$ cat src/rtl/tft_arb_pkg.sv
// -----------------------------------------------------------------------------
// tft_arb_pkg
// Shared definitions for the TFT SPI bus arbiter: FSM state encoding and the
// arbitration mode constants. Imported by tft_arb_picker and tft_bus_arbiter.
// No ports (package).
// -----------------------------------------------------------------------------
package tft_arb_pkg;

  typedef enum logic [1:0] {
    ST_IDLE       = 2'd0,
    ST_WAIT_START = 2'd1,
    ST_ACTIVE     = 2'd2,
    ST_GAP        = 2'd3
  } arb_state_e;

  localparam int ARB_FIXED = 0;
  localparam int ARB_RR    = 1;

endpackage

$ cat src/rtl/tft_arb_picker.sv
// -----------------------------------------------------------------------------
// tft_arb_picker
// Combinational winner selection over the eligible request vector.
//   ARB_MODE = ARB_FIXED : lowest eligible index wins, ptr ignored.
//   ARB_MODE = ARB_RR    : first eligible index at or after ptr, wrapping.
// Ports:
//   eligible  in   N_CH   masked request vector
//   ptr       in   ID_W   round-robin start index
//   win_id    out  ID_W   winning index (0 when nothing eligible)
//   win_valid out  1      at least one channel eligible
// -----------------------------------------------------------------------------
module tft_arb_picker
  import tft_arb_pkg::*;
#(
  parameter int N_CH     = 4,
  parameter int ARB_MODE = ARB_FIXED,
  parameter int ID_W     = 2
) (
  input  logic [N_CH-1:0] eligible,
  input  logic [ID_W-1:0] ptr,
  output logic [ID_W-1:0] win_id,
  output logic            win_valid
);

  always_comb begin
    int sum;
    logic [ID_W-1:0] idx;
    sum       = 0;
    idx       = '0;
    win_id    = '0;
    win_valid = |eligible;
    // Scan from the farthest candidate down to the nearest so the nearest
    // eligible one is the last to write win_id.
    for (int k = N_CH - 1; k >= 0; k--) begin
      if (ARB_MODE == ARB_RR) begin
        sum = int'(ptr) + k;
        if (sum >= N_CH) sum = sum - N_CH;
      end else begin
        sum = k;
      end
      idx = ID_W'(sum);
      if (eligible[idx]) win_id = idx;
    end
  end

endmodule

$ cat src/rtl/tft_bus_arbiter.sv
// -----------------------------------------------------------------------------
// tft_bus_arbiter
// N-channel arbiter in front of tft_spi. Drawer clients request the SPI byte
// stream; one winner gets a registered one-hot enable and its data/dc/transmit
// are routed to tft_spi. Fixed-priority or round-robin selection; optional
// init gating keeps channel 0 alone on the bus until it first completes.
//
// Optional build macro: TFT_ARB_TIMEOUT_EN
//   defined   : grant watchdog aborts a grant after TIMEOUT_CYC cycles and
//               pulses timeout_err for one clock.
//   undefined : grants are held indefinitely, timeout_err is tied 0.
//
// Ports:
//   clk             in   1             system clock
//   rst             in   1             asynchronous active-low reset
//   req             in   N_CH          client request levels
//   client_busy     in   N_CH          client busy flags
//   client_data     in   N_CH*DATA_W   client i byte at [i*DATA_W +: DATA_W]
//   client_dc       in   N_CH          client data/command selects
//   client_transmit in   N_CH          client transmit strobes
//   enable          out  N_CH          one-hot grant (registered)
//   spi_data        out  DATA_W        granted client's byte, else 0
//   spi_dc          out  1             granted client's dc, else 0
//   spi_transmit    out  1             granted client's transmit, else 0
//   spi_busy        in   1             tft_spi busy
//   grant_id        out  $clog2(N_CH)  index of current or last grant
//   init_done       out  1             sticky: ch0 completed once
//   timeout_err     out  1             one-cycle pulse on watchdog abort
//
// state       | meaning
// ------------+------------------------------------------------------------
// IDLE        | no grant; pick a winner from the eligible set
// WAIT_START  | enable asserted, waiting for the owner to raise busy
// ACTIVE      | owner running; done when owner and tft_spi both idle
// GAP         | enable low for one clock before the next decision
// -----------------------------------------------------------------------------
module tft_bus_arbiter
  import tft_arb_pkg::*;
#(
  parameter int N_CH        = 4,
  parameter int DATA_W      = 8,
  parameter int ARB_MODE    = ARB_FIXED,
  parameter int INIT_GATE   = 1,
  parameter int TIMEOUT_CYC = 1000000
) (
  input  logic                      clk,
  input  logic                      rst,
  input  logic [N_CH-1:0]           req,
  input  logic [N_CH-1:0]           client_busy,
  input  logic [N_CH*DATA_W-1:0]    client_data,
  input  logic [N_CH-1:0]           client_dc,
  input  logic [N_CH-1:0]           client_transmit,
  output logic [N_CH-1:0]           enable,
  output logic [DATA_W-1:0]         spi_data,
  output logic                      spi_dc,
  output logic                      spi_transmit,
  input  logic                      spi_busy,
  output logic [$clog2(N_CH)-1:0]   grant_id,
  output logic                      init_done,
  output logic                      timeout_err
);

  localparam int ID_W = $clog2(N_CH);

  if (N_CH < 2 || N_CH > 8) begin : g_bad_n_ch
    $error("tft_bus_arbiter: N_CH must be 2..8");
  end
  if (ARB_MODE != ARB_FIXED && ARB_MODE != ARB_RR) begin : g_bad_mode
    $error("tft_bus_arbiter: ARB_MODE must be 0 or 1");
  end
  if (TIMEOUT_CYC < 1) begin : g_bad_timeout
    $error("tft_bus_arbiter: TIMEOUT_CYC must be at least 1");
  end

  arb_state_e        state_q, state_d;
  logic [N_CH-1:0]   enable_q, enable_d;
  logic [ID_W-1:0]   grant_id_q, grant_id_d;
  logic              init_done_q, init_done_d;
  logic [ID_W-1:0]   ptr_q, ptr_d;

  logic [N_CH-1:0]   eligible;
  logic [ID_W-1:0]   win_id;
  logic              win_valid;
  logic              grant_busy;
  logic              grant_req;
  logic              enter_gap;

  // Until ch0 has completed once, only its request is visible to the picker.
  assign eligible = (INIT_GATE != 0 && !init_done_q)
                  ? (req & {{(N_CH-1){1'b0}}, 1'b1})
                  : req;

  assign grant_busy = client_busy[grant_id_q];
  assign grant_req  = req[grant_id_q];

  tft_arb_picker #(
    .N_CH     (N_CH),
    .ARB_MODE (ARB_MODE),
    .ID_W     (ID_W)
  ) u_picker (
    .eligible  (eligible),
    .ptr       (ptr_q),
    .win_id    (win_id),
    .win_valid (win_valid)
  );

`ifdef TFT_ARB_TIMEOUT_EN
  localparam int TW = (TIMEOUT_CYC > 1) ? $clog2(TIMEOUT_CYC) : 1;
  localparam logic [TW-1:0] TMR_LOAD = TW'(TIMEOUT_CYC - 1);

  logic [TW-1:0] tmr_q, tmr_d;
  logic          timeout_err_q, timeout_err_d;
  logic          tmr_expired;

  // Reloaded while not granted; counts down once per granted cycle, so the
  // terminal count is reached after exactly TIMEOUT_CYC cycles of enable.
  always_comb begin
    tmr_d = tmr_q;
    if (state_q == ST_WAIT_START || state_q == ST_ACTIVE) begin
      if (tmr_q != '0) tmr_d = tmr_q - 1'b1;
    end else begin
      tmr_d = TMR_LOAD;
    end
  end

  assign tmr_expired = (tmr_q == '0);

  always_ff @(posedge clk or negedge rst) begin
    if (!rst) begin
      tmr_q         <= TMR_LOAD;
      timeout_err_q <= 1'b0;
    end else begin
      tmr_q         <= tmr_d;
      timeout_err_q <= timeout_err_d;
    end
  end

  assign timeout_err = timeout_err_q;
`else
  assign timeout_err = 1'b0;
`endif

  always_comb begin
    state_d     = state_q;
    enable_d    = enable_q;
    grant_id_d  = grant_id_q;
    init_done_d = init_done_q;
    ptr_d       = ptr_q;
    enter_gap   = 1'b0;
`ifdef TFT_ARB_TIMEOUT_EN
    timeout_err_d = 1'b0;
`endif
    case (state_q)
      ST_IDLE: begin
        if (win_valid) begin
          enable_d         = '0;
          enable_d[win_id] = 1'b1;
          grant_id_d       = win_id;
          state_d          = ST_WAIT_START;
        end
      end
      ST_WAIT_START: begin
`ifdef TFT_ARB_TIMEOUT_EN
        if (tmr_expired) begin
          enter_gap     = 1'b1;
          timeout_err_d = 1'b1;
        end else
`endif
        if (grant_busy) begin
          state_d = ST_ACTIVE;
        end else if (!grant_req) begin
          // Owner withdrew before starting: release without completion.
          enter_gap = 1'b1;
        end
      end
      ST_ACTIVE: begin
        if (!grant_busy && !spi_busy) begin
          enter_gap = 1'b1;
          if (grant_id_q == '0) init_done_d = 1'b1;
        end
`ifdef TFT_ARB_TIMEOUT_EN
        else if (tmr_expired) begin
          enter_gap     = 1'b1;
          timeout_err_d = 1'b1;
        end
`endif
      end
      ST_GAP: begin
        state_d = ST_IDLE;
      end
      default: begin
        state_d  = ST_IDLE;
        enable_d = '0;
      end
    endcase

    if (enter_gap) begin
      state_d  = ST_GAP;
      enable_d = '0;
      if (ARB_MODE == ARB_RR) begin
        ptr_d = (grant_id_q == ID_W'(N_CH - 1)) ? '0 : grant_id_q + 1'b1;
      end
    end
  end

  always_ff @(posedge clk or negedge rst) begin
    if (!rst) begin
      state_q     <= ST_IDLE;
      enable_q    <= '0;
      grant_id_q  <= '0;
      init_done_q <= (INIT_GATE == 0);
      ptr_q       <= '0;
    end else begin
      state_q     <= state_d;
      enable_q    <= enable_d;
      grant_id_q  <= grant_id_d;
      init_done_q <= init_done_d;
      ptr_q       <= ptr_d;
    end
  end

  // enable_q is one-hot or zero, so an OR-mux yields all zeros when idle.
  always_comb begin
    spi_data     = '0;
    spi_dc       = 1'b0;
    spi_transmit = 1'b0;
    for (int i = 0; i < N_CH; i++) begin
      if (enable_q[i]) begin
        spi_data     = client_data[i*DATA_W +: DATA_W];
        spi_dc       = client_dc[i];
        spi_transmit = client_transmit[i];
      end
    end
  end

  assign enable    = enable_q;
  assign grant_id  = grant_id_q;
  assign init_done = init_done_q;

endmodule

$ cat config.mk
export PLATFORM = sky130hd
export DESIGN_NAME = tft_bus_arbiter
export DESIGN_NICKNAME = d
export VERILOG_FILES = /design/src/rtl/tft_arb_pkg.sv /design/src/rtl/tft_arb_picker.sv /design/src/rtl/tft_bus_arbiter.sv
export SDC_FILE = /design/constraint.sdc
export NUM_CORES = 1
export LEC_CHECK = 0
export ABC_AREA = 1
export CAP_MARGIN = 20
export CORE_MARGIN = 2
export CORE_UTILIZATION = 31
export CTS_BUF_LIST = sky130_fd_sc_hd__clkbuf_4 sky130_fd_sc_hd__clkbuf_8
export DETAILED_ROUTE_END_ITERATION = 16
export PLACE_DENSITY = 0.78
export SETUP_SLACK_MARGIN = 0.5
export SLEW_MARGIN = 10
export SYNTH_ARGS = -nofsm -noshare
export SYNTH_HDL_FRONTEND = slang
export SYNTH_SLANG_ARGS = --single-unit
$ cat constraint.sdc
create_clock -name clk -period 1.3 [get_ports clk]
set_input_delay 0.325 -clock clk [delete_from_list [all_inputs] [get_ports clk]]
set_output_delay 0.325 -clock clk [all_outputs]
set_load 0.005 [all_outputs]
Word level (Yosys, flattened, before mapping)
Cells that the tools add are included.
{ "totals": {"word_cells": 60, "register_bits": 9, "inputBits": 51} }
{ "classes": {"n_mux": 34, "order_cmp": 3, "reduce_logical": 14, "eq_ne": 5} }
{ "ops": {"columns": ["cell", "count"], "rows": [
  ["$mux W8", 4],
  ["$mux W4", 4],
  ["$mux W1", 14],
  ["$mux W2", 7],
  ["$lt A2 B3 Y1 const B", 2],
  ["$pmux W2 S3", 1],
  ["$reduce_and A3 Y1", 2],
  ["$bmux W1 S2", 2],
  ["$eq A2 B2 Y1 const B", 2],
  ["$logic_not A2 Y1", 2],
  ["$reduce_and A2 Y1", 2],
  ["$reduce_bool A2 Y1", 2],
  ["$reduce_bool A4 Y1", 1],
  ["$reduce_or A4 Y1", 1],
  ["$ne A3 B2 Y1 const B", 1],
  ["$ne A3 B3 Y1 const B", 1],
  ["$demux W1 S2", 1],
  ["$eq A2 B1 Y1 const B", 1],
  ["$ge A2 B1 Y1 const B", 1],
  ["$logic_and A1 B1 Y1", 2],
  ["$logic_not A1 Y1", 2],
  ["$pmux W1 S2", 1]
]} }

Longest topological paths before layout
Gate-level depths: netlist (run 1).
{ "depth": {"word_depth": 12, "mapped_depth": 9, "ltp_nobuf": 9} }

Modules after synthesis
From an unflattened synthesis (run 1), not the netlist that was laid out.
{ "unflattened": {"hier_cells": 153, "area_unflattened_um2": 925.9} }
{ "modules_own_cells": {"columns": ["module", "cells_each", "seq_area_each_um2", "area_each_um2", "instances"], "rows": [
  ["tft_bus_arbiter", 144, 225.2, 879.6, 1],
  ["tft_arb_picker", 9, 0.0, 46.3, 1]
]} }

Least setup slack after synthesis (run 1)
OpenSTA, ideal clock, no wires.
{ "synth_timing": {"path_type": "reg2out", "from": "register enable_q[1] (netlist: enable[1])", "to": "output port spi_data[0]", "n_path_buf": 0, "setup_slack_ns": -0.025, "t_required_ns": 0.975, "arrival_time_ns": 1.000, "stages_incl_launch_ff": 6, "path_cell_list": "dfrtp_1 > nor2_2 > nand2_1 > nand2_1 > o21ai_0 > o21ai_1"} }
{ "synth_between": {"elab_chain_len": 3} }
{ "synth_lines": {"columns": ["element", "line", "source"], "rows": [
  ["start: declaration", "tft_bus_arbiter.sv:76", "logic [N_CH-1:0] enable_q, enable_d;"],
  ["start signal: assignment", "tft_bus_arbiter.sv:215", "enable_q <= enable_d;"],
  ["$mux W8 (3 in series)", "tft_bus_arbiter.sv:228", "if (enable_q[i]) begin"],
  ["end: declaration", "tft_bus_arbiter.sv:54", "output logic [DATA_W-1:0] spi_data,"]
]} }
No other way between the ends.

Worst setup path after layout (run 1)
{ "layout_timing": {"from": "register enable_q[1] (netlist: enable[1])", "to": "output port spi_data[7]"} }
Same word-level chain as after synthesis.

==> run_results.csv, run 1 <==
group,metric,value,unit
outcome,outcome,"complete, but fails checks",
outcome,violations,"setup timing",
timing,fmax,550,MHz
detailed_routing,wl_per_cell,16.6,um
global_routing,grt_pass1_wl,6900,um
detailed_routing,postRouteAntennaNets,0,
global_routing,grt_max_degree,12,
detailed_routing,wl_met1,1780,um
synth,synth_nets,209,
layout,syn_to_final_growth,149,%
detailed_routing,drt_iter0_drc,80,
clock_network,hold_buffers,0,
critical_path,cp.required,980,ps
placed_design,port_buffers,67,
synth,yosys.area_share.adder,0.0547,
synth,synth_compound_area_frac,0.246,
synth,synth_xor_area_frac,0,
timing,slew_viol_final,0,
placed_design,dpl_cell_area,1730,um2
critical_path,path_cells,"nor2_4 > buf_6 > buf_6 > nand2_4 > nand2_2 > o21ai_2 > o21ai_1 > buf_2",
critical_path,arrival,1490,ps
floorplanning,core_area,2780,um2
critical_path,reg2reg_from,"grant_id[0]",
global_routing,grt_overflow_total,0,
layout,final_core_util,0.819,
synth,synth_top_area_cell,"dfrtp_1",
critical_path,cp_num_buf_inv,3,
synth,synth_edf_count,0,
detailed_routing,met3_length,407,um
synth,yosysSeqAreaShare,0.246,
timing,hold_viol,0,
placed_design,hpwl,2560,um
timing,rsz0062_at_grt,"yes",
detailed_routing,num_vias,1525,
clock_network,cts.root.buffer_cell,"clkbuf_4",
critical_path,cp-start-kind,"flip-flop",
clock_network,path_clk_slew,70,ps
critical_path,critical-path-max-stage-delay,460,ps
timing,setup_viol,22,
critical_path,slowest_stage,"dfrtp_2",
floorplanning,die_h,58.3,um
critical_path,critPathMaxFanout,4,
synth,netlist_top_cells_area,"dfrtp_1, nand2_1, a21oi_1",
synth,ys_top_cells_by_count,"nand2_1, a21oi_1, inv_1, o21ai_0, o21ai_1",
timing,finalCriticalPeriod,1820,ps
floorplanning,die_w,58.3,um
timing,fin_worst_skew,9.18,ps
clock_network,htreeDepth,1,
detailed_routing,wl_met2,2500,um
floorplanning,initial_core_util,0.329,
detailed_routing,routed_wl,4860,um
clock_network,cts_buffer_depth,2,
timing,finalCritPeriodShare,1.40,
global_routing,grt_pass1_vias,1534,
power,p_leak,0.00107,uW
detailed_routing,top_layer_used,"met4",
critical_path,cpMostUsedCell,"buf_6",
layout,num_antenna_cells,0,
critical_path,path_class,"flip-flop to output port",
detailed_routing,viasPerCell,5.20,
synth,synthSimpleGateAreaFrac,0.365,
power,cellPowerDensity,2150,nW/um2
synth,synth_cell_type_count,21,
synth,avgSynthCellArea,5.94,um2
synth,synth_cells,154,
synth,synth_warnings,0,
clock_network,cts_tree,"built",
detailed_routing,drcViolationCount,0,
layout,drive_gt1_frac,0.454,
clock_network,clock_latency,290,ps
synth,synth_mux_area_frac,0,
synth,synth_top_family_by_area,"simple AND/OR/NAND/NOR gates",
layout,finish.net_count,318,
global_routing,grt_usage,0.268,
synth,synth_most_common_cell,"nand2_1",
clock_network,cts_buffers,3,
synth,netlist_area,915,um2
floorplanning,num_rows,19,
timing,layout_setup_ws,-518,ps
layout,postLayoutCellArea,2280,um2
synth,async_flop_share,1.00,
flow_run,cap_viol_max_count,0,
critical_path,endpoint_kind,"output port",
global_routing,antenna_found_initial,0,
floorplanning,die_area,3400,um2
synth,yosys.area.top_type_share,0.246,
floorplanning,io_pins,69,
synth,synthFlopType,"dfrtp_1",
clock_network,clock_sinks,9,
placed_design,routabilityCongestion,0.870,
synth,ys_ff_latch,9,
power,ir_drop,2090,uV
detailed_routing,firstDrtPassIters,4,
worst_hold_path,hold_path_class,"input port to async pin",
critical_path,crit_family,"flip-flops",
critical_path,crit_path_start,"enable[1]",
==> registers in the layout (all words and copies together) (netlist names) <==
signal and flops:
enable 4, grant_id 2, init_done 1, state_q 2
==> routing by layer <==
layer	GRT usage	vias to the layer above
met5	0	-
met4	0.113	0
li1	-	716
met1	0.283	711
met2	0.491	78
met3	0.0791	20
==> layout by cell type (no fill, tap or decap), types with 2 or more instances in the layout <==
cell type / netlist / layout
a21oi_1: 17 / 4
nand3_1: 6 / 3
ha_1: 4 / 2
o21ai_2: 1 / 3
inv_2: 1 / 4
buf_6: 0 / 25
buf_2: 1 / 11
a21oi_2: 0 / 13
nand3_2: 3 / 2
dfrtp_1: 9 / 8
clkdlybuf4s50_1: 0 / 46
nand2_2: 5 / 8
clkbuf_4: 0 / 4
dlygate4sd2_1: 0 / 4
inv_1: 12 / 7
nand2_4: 0 / 11
buf_4: 1 / 20
o21ai_1: 10 / 11
nand3_4: 0 / 4
inv_4: 0 / 2
nor2_1: 9 / 7
nor2_4: 0 / 4
o21ai_0: 12 / 8
nand2_1: 54 / 39
==> cells by family after synthesis <==
logic type,count (synthesis)
adders and majority gates,4
DFF,9
and+or+nand+nor,78
AOI/OAI and AO/OA,43
buffers and inverters,19
other,1
==> power by group <==
part | internal (uW) | total, uW | switching [uW]
Sequential | 405 | 525 | 120
Combinational | 2080 | 4100 | 2030
Clock | 140 | 267 | 126
Total | 2620 | 4900 | 2270
==> path summary, 6_finish.rpt <==
kind / end / slack [ps] / cells after the start
max in group asynchronous: enable[1] / 610 / 1
setup reg to reg: init_done / -60 / 8
min in group clk: state_q[0] / 610 / 2
hold / removal: init_done / 340 / 1
hold reg to reg: state_q[0] / 610 / 2
setup / recovery: spi_data[7] / -520 / 8
==> metrics by stage <==
stage	std cells	setup WS, ps	total power (uW)	TNS [ps]	hold slack (ps)
3_3_place_gp	260	-654	3100	-8560	546
4_1_cts	289	-533	4280	-4830	364
2_1_floorplan	154	59.1	1800	0	29.4
3_5_place_dp	260	-647	3130	-8850	559
6_report	293	-518	4900	-5340	345
5_1_grt	293	-562	5210	-6450	398
==> area by class of cell <==
class,instances,area [um2]
flip-flops and latches,9,226
well taps,31,38.8
fillers,167,504
repair buffers,109,1050
clock buffers,4,30.0
inverters,13,53.8
multi-input cells,127,878
==> timing repair <==
item / in CTS / in global routing
cloned: 2 / 0
setup buffers: 23 / 4
pin swaps: 26 / 17
setup endpoints to repair: 26 / 26
resized for setup: 137 / 23
(Power assumes the default switching activity.)
==> inputs of run 2 (changes only) <==
--- a/config.mk
+++ b/config.mk
@@ -11,7 +11,7 @@
 export CORE_UTILIZATION = 31
 export CTS_BUF_LIST = sky130_fd_sc_hd__clkbuf_4 sky130_fd_sc_hd__clkbuf_8
 export DETAILED_ROUTE_END_ITERATION = 16
-export PLACE_DENSITY = 0.78
+export PLACE_DENSITY = 0.88
 export SETUP_SLACK_MARGIN = 0.5
 export SLEW_MARGIN = 10
 export SYNTH_ARGS = -nofsm -noshare
==> run 2 against run 1 <==
Net effect:
- critical endpoint is now spi_data[2]
- fmax fell by 0.93%
- largest cell class unchanged
- power increased by 5.0%
- first-iteration DRC count is 21% higher
- clock-buffer cell count unchanged
- utilization grew 1.2 points
- critical path type unchanged
- global-route usage down 0.25 points
- highest routed layer unchanged
- largest power group unchanged
- sequential power increased by 5.9%
- the flow finishes with violations (hold timing, setup timing)
- cell count is 0.68% higher
- final area up 1.5%
==> run_results.csv, run 2 (synthesized netlist as in run 1, its figures left out) <==
group,metric,value,unit
layout,num_antenna_cells,0,
critical_path,arrival,1510,ps
timing,finalCriticalPeriod,1830,ps
floorplanning,num_rows,19,
timing,layout_setup_ws,-535,ps
floorplanning,die_w,58.3,um
clock_network,cts.root.buffer_cell,"clkbuf_4",
layout,final_cell_mix,"clkdlybuf4s50_1, nand2_1, buf_6",
outcome,violations,"hold timing, setup timing",
detailed_routing,viasPerCell,5.58,
clock_network,clock_sinks,9,
power,ir_drop,1920,uV
outcome,outcome,"complete, but fails checks",
global_routing,grt_pass1_wl,6970,um
floorplanning,die_h,58.3,um
global_routing,antenna_found_initial,0,
floorplanning,io_pins,69,
critical_path,reg2reg_from,"init_done",
detailed_routing,postRouteAntennaNets,0,
flow_run,cap_viol_max_count,0,
worst_hold_path,hold_path_class,"input port to async pin",
clock_network,clock_latency,280,ps
global_routing,grt_overflow_total,0,
timing,fin_worst_skew,14.6,ps
clock_network,cts_buffers,3,
global_routing,grt_max_degree,11,
critical_path,critical-path-max-stage-delay,470,ps
detailed_routing,num_vias,1645,
critical_path,cp.required,980,ps
power,cellPowerDensity,2230,nW/um2
clock_network,path_clk_slew,80,ps
critical_path,path_class,"flip-flop to output port",
placed_design,port_buffers,67,
global_routing,grt_pass1_vias,1577,
clock_network,cts_buffer_depth,2,
floorplanning,core_area,2780,um2
timing,hold_viol,9,
floorplanning,initial_core_util,0.329,
timing,whs,-28.4,ps
critical_path,cp-start-kind,"flip-flop",
timing,finalCritPeriodShare,1.41,
detailed_routing,drcViolationCount,0,
timing,fmax,545,MHz
clock_network,hold_buffers,0,
detailed_routing,drt_iter0_drc,97,
power,p_leak,0.00107,uW
detailed_routing,routed_wl,5670,um
critical_path,critPathMaxFanout,4,
global_routing,grt_usage,0.266,
detailed_routing,wl_per_cell,19.2,um
critical_path,r2r_setup_slack,-150,ps
power,finalPower,5140,uW
placed_design,hpwl,2560,um
layout,mostFrequentLayoutCell,"clkdlybuf4s50_1",
timing,slew_viol_final,0,
detailed_routing,firstDrtPassIters,4,
placed_design,routabilityCongestion,0.856,
critical_path,ff2ff_path_depth,9,
floorplanning,die_area,3400,um2
critical_path,path_cells,"buf_6 > buf_6 > a21oi_2 > nand2_1 > o21ai_1 > o21ai_1 > buf_2",
timing,rsz0062_at_grt,"yes",
layout,postLayoutCellArea,2310,um2
critical_path,reg2reg_to,"state_q[1]",
clock_network,htreeDepth,1,
critical_path,slowest_stage,"dfrtp_2",
layout,finish.net_count,320,
layout,largest_reg_flops,4,
placed_design,dpl_cell_area,1730,um2
layout,drive_gt1_frac,0.485,
timing,setup_viol,22,
critical_path,endpoint_kind,"output port",
layout,syn_to_final_growth,153,%
clock_network,cts_tree,"built",
[run 2: critical path: cells and delay by family, from the launching register on]
family	cells	cell delay, ps
flops	1	470
buf+inv	3	420
compound gates	3	290
simple gates	1	80
[run 2: per-stage QoR]
stage / util / hold WS (ps) / setup slack, ps / setup TNS [ps] / instances
final: 0.831 / -28.4 / -535 / -5680 / 295
after detailed placement: 0.621 / 566 / -670 / -8720 / 259
after floorplan: - / 29.4 / 59.1 / 0 / 154
after CTS: 0.771 / 376 / -453 / -4460 / 291
after global placement: 0.621 / 543 / -645 / -8370 / 259
after global routing: 0.831 / 10.3 / -597 / -6500 / 295
[run 2: layer usage]
layer / wire length [um] / vias to the layer above / track usage / part of all wire
met3: 396 / 30 / 0.0396 / 0.070
met1: 1960 / 781 / 0.275 / 0.34
met2: 2980 / 109 / 0.528 / 0.53
li1: - / 725 / - / -
met5: 0 / - / 0 / 0
met4: 333 / 0 / 0.0963 / 0.059
[run 2: repair_timing]
action,in CTS,in global routing
setup buffers,25,4
pin swaps,29,22
gates cloned,3,0
setup endpoints to repair,26,27
gates resized for setup,146,30
hold endpoints to repair,0,0
[run 2: worst max-delay path by stage]
stage / from / end / cells past startpoint
after floorplan: enable[1] / spi_data[1] / 5
after global placement: client_dc[1] / spi_dc / 6
after detailed placement: client_data[13] / spi_data[5] / 6
after CTS: enable[1] / spi_transmit / 7
after global routing: enable[1] / spi_data[2] / 7
final: enable[1] / spi_data[2] / 7
[run 2: area by class of cell]
cell class | instances | area [um2]
Clock buffer | 4 | 30.0
Fill cell | 169 | 470
Inverter | 13 | 53.8
Multi-Input combinational cell | 127 | 888
Sequential cell | 9 | 229
Tap cell | 31 | 38.8
Timing Repair Buffer | 111 | 1070
[run 2: where the power goes]
part	internal (uW)	total, uW	switching, uW
Clock	140	256	117
Sequential	409	556	147
Combinational	2170	4330	2160
Total	2720	5140	2430
==> inputs of run 3 (changes only) <==
--- a/config.mk
+++ b/config.mk
@@ -8,12 +8,13 @@
 export ABC_AREA = 1
 export CAP_MARGIN = 20
 export CORE_MARGIN = 2
-export CORE_UTILIZATION = 31
+export CORE_UTILIZATION = 32
 export CTS_BUF_LIST = sky130_fd_sc_hd__clkbuf_4 sky130_fd_sc_hd__clkbuf_8
 export DETAILED_ROUTE_END_ITERATION = 16
-export PLACE_DENSITY = 0.88
+export PLACE_DENSITY = 0.89
 export SETUP_SLACK_MARGIN = 0.5
 export SLEW_MARGIN = 10
 export SYNTH_ARGS = -nofsm -noshare
 export SYNTH_HDL_FRONTEND = slang
+export SYNTH_HIERARCHICAL = 1
 export SYNTH_SLANG_ARGS = --single-unit
==> run 3 against run 2 <==
Net effect:
- the run ends with setup timing left
- fmax is 5.3% lower
- synthesized cell count is 0.65% lower
- die area is 1.8% lower
- clock skew is 11 ps lower
- largest cell class unchanged
- largest power group unchanged
- highest routed layer unchanged
==> run_results.csv, run 3 <==
group,metric,value,unit
power,p_leak,0.00111,uW
detailed_routing,num_vias,1565,
timing,layout_setup_ws,-637,ps
global_routing,grt_pass1_wl,6680,um
layout,finish.net_count,322,
clock_network,cts_buffers,3,
timing,finalCritPeriodShare,1.49,
timing,finalCriticalPeriod,1940,ps
global_routing,grt_max_degree,20,
critical_path,cp_num_buf_inv,4,
critical_path,slowest_stage,"dfrtp_1",
timing,fmax,516,MHz
detailed_routing,routed_wl,5360,um
layout,multiInputGateArea,812,um2
power,switchingPower,2060,uW
layout,mostFrequentLayoutCell,"clkdlybuf4s50_1",
timing,hold_viol,0,
layout,num_antenna_cells,0,
critical_path,path_class,"flip-flop to output port",
power,p_seq_frac,0.115,
placed_design,hpwl,2470,um
layout,largest_reg_flops,4,
detailed_routing,drt_iter0_drc,130,
layout,drive_gt1_frac,0.459,
layout,fillers,145,
timing,fin_worst_skew,3.20,ps
placed_design,routabilityCongestion,0.819,
timing,setup_viol,22,
global_routing,grt_usage,0.260,
critical_path,crit_family,"buffers and inverters",
synth,netlist_top_cells_area,"dfrtp_1, nand2_1, a21oi_1",
synth,synth_nets,208,
power,clkPwrFrac,0.055,
synth,synth_top_area_cell,"dfrtp_1",
synth,avgSynthCellArea,6.05,um2
layout,final_cell_mix,"clkdlybuf4s50_1, buf_6, nand2_1",
critical_path,critical-path-max-stage-delay,410,ps
synth,synthFlopType,"dfrtp_1",
synth,netlist_area,926,um2
clock_network,htreeDepth,1,
flow_run,cap_viol_max_count,0,
synth,ys_ff_latch,9,
floorplanning,core_area,2760,um2
floorplanning,die_area,3340,um2
clock_network,clock_sinks,9,
layout,syn_to_final_growth,145,%
global_routing,antenna_found_initial,0,
synth,synth_warnings,6,
critical_path,endpoint_kind,"output port",
placed_design,port_buffers,67,
detailed_routing,viasPerCell,5.27,
power,cellPowerDensity,2050,nW/um2
floorplanning,die_h,57.8,um
critical_path,path_cells,"inv_2 > nor2_4 > buf_6 > buf_6 > nand2_2 > a21o_1 > a21oi_2 > buf_2",
floorplanning,initial_core_util,0.336,
power,ir_drop,1740,uV
layout,ff_latch_area,226,um2
detailed_routing,postRouteAntennaNets,0,
synth,yosysSeqAreaShare,0.243,
floorplanning,die_w,57.8,um
layout,final_cells,297,
placed_design,dp_slack,-667,ps
detailed_routing,firstDrtPassIters,4,
power,comb_power_share,0.830,
global_routing,grt_pass1_vias,1521,
timing,rsz0062_at_grt,"yes",
timing,slew_viol_final,0,
synth,ys_top_cells_by_count,"nand2_1, a21oi_1, nor2_1",
clock_network,cts_tree,"built",
synth,async_flop_share,1.00,
global_routing,grt_overflow_total,0,
layout,final_core_util,0.823,
floorplanning,num_rows,19,
detailed_routing,wl_per_cell,18.0,um
detailed_routing,drcViolationCount,0,
critical_path,cp-start-kind,"flip-flop",
outcome,violations,"setup timing",
worst_hold_path,hold_path_class,"input port to async pin",
clock_network,cts.root.buffer_cell,"clkbuf_4",
synth,yosys.area.top_type_share,0.243,
power,p_int,2590,uW
synth,synth_cell_type_count,22,
synth,synth_most_common_cell,"nand2_1",
power,p_sw_frac,0.443,
critical_path,arrival,1610,ps
critical_path,critPathMaxFanout,3,
clock_network,path_clk_slew,70,ps
floorplanning,io_pins,69,
critical_path,cpMostUsedCell,"buf_6",
layout,postLayoutCellArea,2270,um2
placed_design,dp.cells,262,
synth,synth_edf_count,0,
critical_path,cp.required,980,ps
synth,synth_cells,153,
outcome,outcome,"complete, but fails checks",
clock_network,clock_latency,270,ps
clock_network,cts_buffer_depth,2,
placed_design,dpl_cell_area,1800,um2
==> run 3: cell families after synthesis <==
logic type,count (synthesis),share of synthesized area
and+or+nand+nor,77,0.345
AOI/OAI and AO/OA,40,0.258
buffers and inverters,22,0.0960
DFF,9,0.243
adders and majority gates,4,0.0541
other,1,0.00405
==> run 3: final timing paths <==
path | start | depth (start not counted) | end | slack [ps]
max | enable[0] | 8 | spi_data[1] | -640
min | rst | 1 | init_done | 360
max reg2reg | init_done | 11 | state_q[0] | -270
min reg2reg | state_q[1] | 4 | state_q[1] | 640
max in group asynchronous | rst | 1 | enable[1] | 620
min in group clk | state_q[1] | 4 | state_q[1] | 640
==> run 3: layout make-up <==
type                       count  area share
clock buffer                   4      0.0132
inverter                      16      0.0331
multi-input combinational    123       0.358
sequential                     9      0.0998
tap                           31      0.0171
timing repair buffer         114       0.479
==> run 3: power groups by stage <==
stage	Clock, uW	Sequential [uW]	Combinational [uW]
after floorplan	0	515	1310
after global placement	0	511	2450
after detailed placement	0	516	2480
after CTS	250	514	3240
after global routing	266	545	4050
final	254	536	3860
==> run 3: what timing repair did <==
action / CTS / global route
endpoints found under the setup margin: 26 / 26
gates resized for setup: 122 / 26
hold buffers: 0 / 0
cloned: 2 / 0
buffers inserted: 24 / 5
pin swaps: 24 / 16
==> run 3: metal layers <==
metal / routed length, um / up-vias / GRT usage / share of wire
met3: 290 / 26 / 0.0313 / 0.054
li1: - / 721 / - / -
met5: 0 / - / 0 / 0
met1: 2070 / 730 / 0.289 / 0.39
met2: 2770 / 88 / 0.469 / 0.52
met4: 230 / 0 / 0.156 / 0.043
==> run 3: metrics by stage <==
step / power [uW] / setup TNS [ps] / hold WS, ps
6_report: 4650 / -7600 / 356
5_1_grt: 4860 / -8390 / 398
4_1_cts: 4000 / -5430 / 371
3_5_place_dp: 3000 / -9840 / 556
3_3_place_gp: 2960 / -9520 / 559
2_1_floorplan: 1820 / 0 / 29.4
